`config.mk`:
```
export PLATFORM = sky130hd
export DESIGN_NAME = skid_pipeline_reg
export DESIGN_NICKNAME = d
export VERILOG_FILES = /design/src/rtl/skid_pipeline_reg_pkg.sv /design/src/rtl/skid_buffer_stage.sv /design/src/rtl/skid_pipeline_reg.sv
export SDC_FILE = /design/constraint.sdc
export NUM_CORES = 1
export LEC_CHECK = 0
export CAP_MARGIN = 20
export CORE_UTILIZATION = 37
export CTS_CLUSTER_SIZE = 30
export DETAILED_ROUTE_END_ITERATION = 10
export PLACE_DENSITY_LB_ADDON = 0.25
export REMOVE_ABC_BUFFERS = 1
export SLEW_MARGIN = 10
export SYNTH_ARGS = -nofsm -noshare
export SYNTH_HDL_FRONTEND = slang
export SYNTH_SLANG_ARGS = --single-unit
```
`constraint.sdc`:
```
create_clock -name clk -period 3.25 [get_ports clk]
set_clock_uncertainty 0.1 [all_clocks]
set_input_delay 0.8125 -clock clk [delete_from_list [all_inputs] [get_ports clk]]
set_output_delay 0.8125 -clock clk [all_outputs]
set_load 0.005 [all_outputs]
```
`src/rtl/skid_pipeline_reg_pkg.sv`:
```
// Shared defaults and sizing helper for the skid pipeline register.
package skid_pipeline_reg_pkg;

  localparam int unsigned DefaultWidth = 32;
  localparam int unsigned DefaultDepth = 2;

  // Width needed to count 0..2*depth held items.
  function automatic int unsigned occ_width(int unsigned depth);
    return $clog2(2 * depth + 1);
  endfunction

endpackage

```
`src/rtl/skid_buffer_stage.sv`:
```
// One 2-entry skid stage: a main register feeding downstream and a skid register that
// catches the item arriving while main is stalled. Upstream ready depends only on state.
module skid_buffer_stage
  import skid_pipeline_reg_pkg::*;
#(
  parameter int unsigned WIDTH = DefaultWidth
) (
  input  logic             clk,
  input  logic             resetn,
  input  logic             flush,
  input  logic             in_valid,
  output logic             in_ready,
  input  logic [WIDTH-1:0] in_data,
  output logic             out_valid,
  input  logic             out_ready,
  output logic [WIDTH-1:0] out_data
);

  logic             main_valid_q, main_valid_d;
  logic             skid_valid_q, skid_valid_d;
  logic [WIDTH-1:0] main_data_q, main_data_d;
  logic [WIDTH-1:0] skid_data_q, skid_data_d;
  logic             in_fire;
  logic             out_fire;

  assign in_ready  = ~skid_valid_q;
  assign out_valid = main_valid_q;
  assign out_data  = main_data_q;

  assign in_fire  = in_valid & ~skid_valid_q;
  assign out_fire = main_valid_q & out_ready;

  // Next-state: refill main from skid first, then from upstream; overflow goes to skid.
  always_comb begin
    main_valid_d = main_valid_q;
    main_data_d  = main_data_q;
    skid_valid_d = skid_valid_q;
    skid_data_d  = skid_data_q;
    if (flush) begin
      main_valid_d = 1'b0;
      skid_valid_d = 1'b0;
    end else if (!main_valid_q || out_fire) begin
      if (skid_valid_q) begin
        // in_fire cannot coincide here because ready is low while skid is held.
        main_valid_d = 1'b1;
        main_data_d  = skid_data_q;
        skid_valid_d = 1'b0;
      end else if (in_fire) begin
        main_valid_d = 1'b1;
        main_data_d  = in_data;
      end else begin
        main_valid_d = 1'b0;
      end
    end else if (in_fire) begin
      skid_valid_d = 1'b1;
      skid_data_d  = in_data;
    end
  end

  // Valid flags: the only state that reset has to clear.
  always_ff @(posedge clk or negedge resetn) begin
    if (!resetn) begin
      main_valid_q <= 1'b0;
      skid_valid_q <= 1'b0;
    end else begin
      main_valid_q <= main_valid_d;
      skid_valid_q <= skid_valid_d;
    end
  end

  // Payload registers: meaningless while their valid flag is clear, so no reset.
  always_ff @(posedge clk) begin
    main_data_q <= main_data_d;
    skid_data_q <= skid_data_d;
  end

endmodule

```
`src/rtl/skid_pipeline_reg.sv`:
```
// Cascade of DEPTH skid stages with a registered occupancy count and synchronous flush.
module skid_pipeline_reg
  import skid_pipeline_reg_pkg::*;
#(
  parameter int unsigned WIDTH = DefaultWidth,
  parameter int unsigned DEPTH = DefaultDepth
) (
  input  logic                          clk,
  input  logic                          resetn,
  input  logic                          flush,
  input  logic                          in_valid,
  output logic                          in_ready,
  input  logic [WIDTH-1:0]              in_data,
  output logic                          out_valid,
  input  logic                          out_ready,
  output logic [WIDTH-1:0]              out_data,
  output logic [occ_width(DEPTH)-1:0]   occupancy
);

  localparam int unsigned OccW = occ_width(DEPTH);

  // Element i is the input side of stage i; element DEPTH is the pipeline output.
  logic             valid_chain [DEPTH+1];
  logic             ready_chain [DEPTH+1];
  logic [WIDTH-1:0] data_chain  [DEPTH+1];

  logic            in_xfer;
  logic            out_xfer;
  logic [OccW-1:0] occ_q, occ_d;

  assign valid_chain[0]     = in_valid;
  assign data_chain[0]      = in_data;
  assign ready_chain[DEPTH] = out_ready;

  for (genvar i = 0; i < DEPTH; i++) begin : g_stage
    skid_buffer_stage #(
      .WIDTH(WIDTH)
    ) u_stage (
      .clk      (clk),
      .resetn   (resetn),
      .flush    (flush),
      .in_valid (valid_chain[i]),
      .in_ready (ready_chain[i]),
      .in_data  (data_chain[i]),
      .out_valid(valid_chain[i+1]),
      .out_ready(ready_chain[i+1]),
      .out_data (data_chain[i+1])
    );
  end

  // Flush wins over any coincident transfer, so ready is masked here.
  assign in_ready  = ready_chain[0] & ~flush;
  assign out_valid = valid_chain[DEPTH];
  assign out_data  = data_chain[DEPTH];
  assign occupancy = occ_q;

  assign in_xfer  = in_valid & in_ready;
  assign out_xfer = out_valid & out_ready;

  // Occupancy next-state: net of this cycle's transfers, zero on flush.
  always_comb begin
    occ_d = occ_q;
    if (flush) begin
      occ_d = '0;
    end else begin
      occ_d = occ_q + OccW'(in_xfer) - OccW'(out_xfer);
    end
  end

  // Occupancy register.
  always_ff @(posedge clk or negedge resetn) begin
    if (!resetn) begin
      occ_q <= '0;
    end else begin
      occ_q <= occ_d;
    end
  end

endmodule

```
==> results of run 1 <==
## worst reg2reg max path: cells and delay by family (launching register included)
| kind | cells | cell delay [ns] |
|---|---|---|
| DFF | 1 | 0.42 |
| and+or+nand+nor | 2 | 0.42 |
| buffers and inverters | 2 | 0.11 |
| xor gates and xnor gates | 1 | 0.20 |
| adders and majority gates | 3 | 0.77 |
## registers in the layout, summed over array words and instances, names as in the netlist
name and count:
g_stage.u_stage.out_data 64, occupancy 3, g_stage.u_stage.out_valid 2, g_stage.u_stage.skid_valid_q 2, g_stage.u_stage.skid_data_q 64
## layout make-up
cell class | count | area (um2)
clock buffer | 23 | 448
clock inverter | 8 | 57.6
fill | 1280 | 7810
inverter | 2 | 7.51
multi-input combinational | 88 | 1150
sequential | 135 | 4020
tap | 184 | 230
timing repair buffer | 81 | 803
## power by group through the flow
stage	Combinational (mW)	Clock, mW	Sequential [mW]
2_1_floorplan	0.0856	0	2.00
3_3_place_gp	0.196	0	2.00
3_5_place_dp	0.199	0	2.00
4_1_cts	0.200	1.72	1.97
5_1_grt	0.213	1.80	1.97
6_report	0.196	1.67	1.97
## cells in the mapped netlist (2+ instances only)
cell and count:
ha_1 2, inv_1 2, nor2_1 6, a21oi_1 2
buf_6 7, nor3_1 2, edfxtp_1 128, mux2_4 53
mux2_2 11, dfrtp_1 7, nor2b_1 2, buf_4 32
nor3b_2 2
## worst min path at each step
stage	cells past startpoint	slack [ns]	endpoint
6_report	0	0.34	g_stage[1].u_stage.skid_data_q[29]
5_1_grt	0	0.35	g_stage[1].u_stage.skid_data_q[30]
4_1_cts	0	0.35	g_stage[1].u_stage.skid_data_q[27]
3_5_place_dp	0	0.33	g_stage[1].u_stage.skid_data_q[30]
3_3_place_gp	0	0.33	g_stage[1].u_stage.skid_data_q[24]
2_1_floorplan	0	0.32	g_stage[1].u_stage.skid_data_q[24]
## cells by family after synthesis
| kind of cell | after synthesis | synth area share (%) |
|---|---|---|
| simple gates | 18 | 2.37 |
| mux | 64 | 16.7 |
| fa+ha+maj | 3 | 0.819 |
| xor+xnor | 1 | 0.410 |
| flops | 135 | 73.1 |
| compound gates | 2 | 0.182 |
| buf+inv | 43 | 6.40 |
## cells in the final DEF (no fill, tap or decap)
| master | n |
|---|---|
| a21oi_1 | 2 |
| and2_1 | 1 |
| buf_12 | 1 |
| buf_4 | 7 |
| bufinv_16 | 1 |
| clkbuf_1 | 6 |
| clkbuf_16 | 17 |
| clkdlybuf4s50_1 | 73 |
| clkinv_1 | 6 |
| clkinv_2 | 1 |
| dfrtp_1 | 5 |
| dfrtp_2 | 2 |
| edfxtp_1 | 128 |
| fa_1 | 1 |
| ha_1 | 2 |
| inv_1 | 2 |
| mux2_2 | 11 |
| mux2_4 | 53 |
| nand2_1 | 1 |
| nand2b_1 | 1 |
| nand3b_4 | 1 |
| nor2_1 | 6 |
| nor2b_1 | 2 |
| nor3_1 | 1 |
| nor3_2 | 1 |
| nor3b_4 | 2 |
| nor4b_4 | 1 |
| or3b_1 | 1 |
| xnor3_1 | 1 |
## metal layers
metal,wire length [um],vias up
met5,0,-
met4,195,0
met3,414,18
met2,4190,59
met1,3210,1168
li1,-,1101
==> flow_metrics.tcl, run 1 <==
set metrics [dict create \
    status "finished, final reports clean" \
    r2r_cells 8 \
    intPower_mw 3.11 \
    die_h_um 124 \
    dr_total_vias 2346 \
    final_area_um2 6720 \
    antenna_found_initial 0 \
    cts_hold_buf 0 \
    yosys.area.top_type "edfxtp_1" \
    start_util_pct 37.8 \
    max_freq_mhz 355 \
    grtUsageMet1_pct 13.0 \
    cp_max_fo 4 \
    grt_max_degree 34 \
    fin_hold_ws_ns 0.343 \
    cts.repair.resized 0 \
    maxCapViolCount 0 \
    vdd_drop_max_mv 0.290 \
    worstPathRequired_ns 2.34 \
    startpoint "flush" \
    cts.sinks 135 \
    syn_inst 266 \
    critPathMaxStageDelay_ns 0.51 \
    die_w_um 124 \
    rows 44 \
    busiest_layer "met2" \
    critPathMostFrequentCell "clkdlybuf4s50_1" \
    slowest_stage "clkdlybuf4s50_1" \
    path_clk_slew_ns 0.05 \
    drc 0 \
    layout.cells.non_filler 521 \
    finalSetupTns_ns 0 \
    io_buffers 73 \
    start_kind "input port" \
    yosysTopAreaCellShare_pct 69.9 \
    vias_per_cell 4.50 \
    ant_nets 0 \
    cts_buffers 17 \
    final_util_pct 46.2 \
    setup_viol 0 \
    place_hpwl_um 4840 \
    p_seq_share_pct 51.3 \
    rrSetupSlack_ns 1.13 \
    synthToLayoutAreaGrowth_pct 22.3 \
    p_comb_share_pct 5.1 \
    rsz0062_at_grt "false" \
    cp_top_family "buffers and inverters" \
    clk_path_buf_depth 2 \
    period_needed_ns 2.82 \
    cts-htree-levels 4 \
    syn_area_um2 5500 \
    p_total_mw 3.83 \
    place.gp.congestion 0.663 \
    slew_violations 0 \
    avgRoutedWirePerCell_um 15.4 \
    clockPowerShare_pct 43.5 \
    grtUsageMet2_pct 19.7 \
    grt_pass1_vias 2398 \
    clock_latency_ns 0.41 \
    drt_iter0_drc 95 \
    worstHoldStart "g_stage[0].u_stage.out_data[29]" \
    grt_pass1_wl_um 12700 \
    hold_viol 0 \
    grt_usage_pct 11.9 \
    die_area_um2 15400 \
    min_path_type "reg2reg" \
    r2r-end "occupancy[2]" \
    cp-endpoint "in_ready" \
    leakage_nw 2.35 \
    final_nets 365 \
    cp.depth 3 \
    async_reset_ff_share_pct 5.19 \
    grt.overflow.total 0 \
    yosysUniqueCellTypes 23 \
    cp-end-kind "output pin" \
    criticalPathCategory "in2out" \
    p_per_area_nw_per_um2 570 \
    synthFlopType "edfxtp_1" \
    crit_chain "clkdlybuf4s50_1, nor2_1, clkdlybuf4s50_1" \
    dpl.cell_count 490 \
    arrival_ns 1.90 \
    p_sw_share_pct 18.8 \
    synth_edf_count 128 \
    finalCritPeriodShare_pct 86.7 \
    worst_pin_slew_ns 0.634 \
    dp_slack_ns 0.239 \
    slew_headroom_pct 57.7 \
    dr.pass1.iters 4 \
    synth.avg_cell_area_um2 20.7 \
    core-area_um2 14500 \
    ios 74 \
    timing.rr.start "g_stage[0].u_stage.skid_valid_q" \
    timing.final.ws_setup_ns 0.433 \
    yosysWarnings 0 \
    ys_seq_elements 135 \
    crit_buf_inv 2 \
    clock-root-buffer "clkbuf_16" \
    antennaDiodeCount 0 \
    routed_wl_um 8010 \
    grt_use_met3_pct 4.67 \
    dpl-instance-area_um2 6220 \
    ys_seq_area_share_pct 73.1 \
    synthTopCellsByArea "edfxtp_1, mux2_4, buf_4, dfrtp_1, mux2_2" \
    cts_tree "built" \
    cts_setup_buffers 0 \
    drive_gt1_share_pct 29.1 \
    p_sw_mw 0.722 \
]
Power figures use the tool's default switching activity.
==> inputs of run 2 (changes only) <==
CAP_MARGIN = not set   (was 20)
==> results of run 2 <==
Same layout as run 1: the final DEF is identical, and so are final timing and power.
==> variant, RTL diff (settings of run 1) <==
Change the package constant `DefaultDepth` from 2 to 4.
--- a/src/rtl/skid_pipeline_reg_pkg.sv
+++ b/src/rtl/skid_pipeline_reg_pkg.sv
@@ -2,7 +2,7 @@
 package skid_pipeline_reg_pkg;
 
   localparam int unsigned DefaultWidth = 32;
-  localparam int unsigned DefaultDepth = 2;
+  localparam int unsigned DefaultDepth = 4;
 
   // Width needed to count 0..2*depth held items.
   function automatic int unsigned occ_width(int unsigned depth);
Ports: changed (resized occupancy); port bits go from 74 to 75. No check against the original RTL was run, so the function may have changed too.
==> variant against run 1 <==
  * Total power rose by 87%
  * Synthesized cell count rose by 86%
  * Wire length rose by 64%
  * Critical endpoint unchanged
  * Area after synthesis rose by 91%
  * Sequential power rose by 95%
  * Sequential cell count rose by 133
  * Final area rose by 84%
  * Setup slack improved by 0.018 ns
  * Sequential share of layout area rose by 4.8 points
  * Highest routed layer unchanged
  * Global-route usage fell by 2.7 points
  * Critical path depth did not move
  * Utilization fell by 1.9 points
  * Largest cell class unchanged
  * Die area rose by 89%
==> variant: results <==
metrics = {
    "power_and_ir_drop": {
        "clk-power_mw": 3.12,
        "peakVddDrop_mv": 0.2875,
        "p_leak_nw": 4.130,
        "switchingPower_mw": 1.314,
        "switching_share_pct": 18.27,
        "p_comb_mw": 0.217,
    },
    "clocking": {
        "h-tree-depth": 1,
        "cts_resized": 0,
        "clock_path_buffers": 3,
        "numCtsBuffers": 27,
        "insertion_delay_ns": 0.52,
    },
    "placement": {
        "port_buffers": 74,
        "dp_hpwl_mm": 9.182,
        "dp_slack_ns": 0.3819,
        "placed_cells": 909,
        "dpl_cell_area_um2": 11450,
    },
    "min_path": {
        "hold_path_end": "g_stage[2].u_stage.skid_data_q[3]",
        "hp-start": "g_stage[1].u_stage.out_data[3]",
    },
    "yosys": {
        "syn_inst": 494,
        "yosys.area_share.adder_pct": 0.6666,
        "yosys.cell_types.count": 28,
        "yosys-top-cells-count": "edfxtp_1 (256), mux2_4 (78), mux2_2 (50)",
        "synth_area_leaders": "edfxtp_1 (73%), mux2_4 (11%), mux2_2 (5.4%), dfrtp_1 (2.9%), buf_4 (2.3%)",
        "synth-edff-count": 256,
        "synth_compound_area_share_pct": 0.6666,
        "synth_mux_area_share_pct": 16.50,
        "ys_seq_area_share_pct": 75.99,
        "synthArstFlopShare_pct": 4.478,
        "synth-xor-area-share_pct": 0.1666,
    },
    "worst_setup_path": {
        "r2r_slack_ns": 1.23,
        "crit_fanout": 2,
        "max_stage_delay_ns": 0.52,
    },
    "grt": {
        "grt_use_total_pct": 9.210,
        "grt_pass1_wl_mm": 21.59,
        "grt_pass1_vias": 4292,
    },
    "timing": {
        "timing.hold.ws_ns": 0.3513,
        "max_freq_ghz": 0.3573,
        "max_slew_margin_pct": 61.93,
    },
    "routing": {
        "drt_iter0_drc": 178,
        "viasPerCell": 4.222,
        "drt_wl_total_mm": 13.18,
    },
    "status": {
        "status": "completed",
    },
    "final_layout": {
        "fin_cells": 958,
        "num-nets-final": 602,
        "fillers": 2389,
        "drive_gt1_share_pct": 33.97,
    },
}
variant: cell count changes in the layout (fill, tap and decap cells not counted), sizes merged, moves of 5 or more:
cell	delta
edfxtp	+128
buf	+5
clkbuf	+9
mux2	+64
dfrtp	+5
variant: final cells by class:
| cell class | count | area share [%] |
|---|---|---|
| Inverter | 5 | 0.1518 |
| Multi-Input combinational cell | 171 | 17.20 |
| Clock inverter | 17 | 1.771 |
| Timing Repair Buffer | 87 | 6.782 |
| Sequential cell | 268 | 64.65 |
| Tap cell | 378 | 3.826 |
| Clock buffer | 32 | 5.618 |
variant: metal layers:
metal	track usage, %	vias up	share of wire, %
li1	-	2000	-
met1	12.46	1945	48
met2	14.18	74	44
met3	2.105	26	4.7
met4	4.113	0	2.6
met5	0	-	0
variant: per-stage QoR:
stage	utilization, %	TNS [ns]
5_1_grt	44.37	0
6_report	44.37	0
3_3_place_gp	41.09	0
4_1_cts	44.37	0
2_1_floorplan	-	-129.02
3_5_place_dp	41.09	0
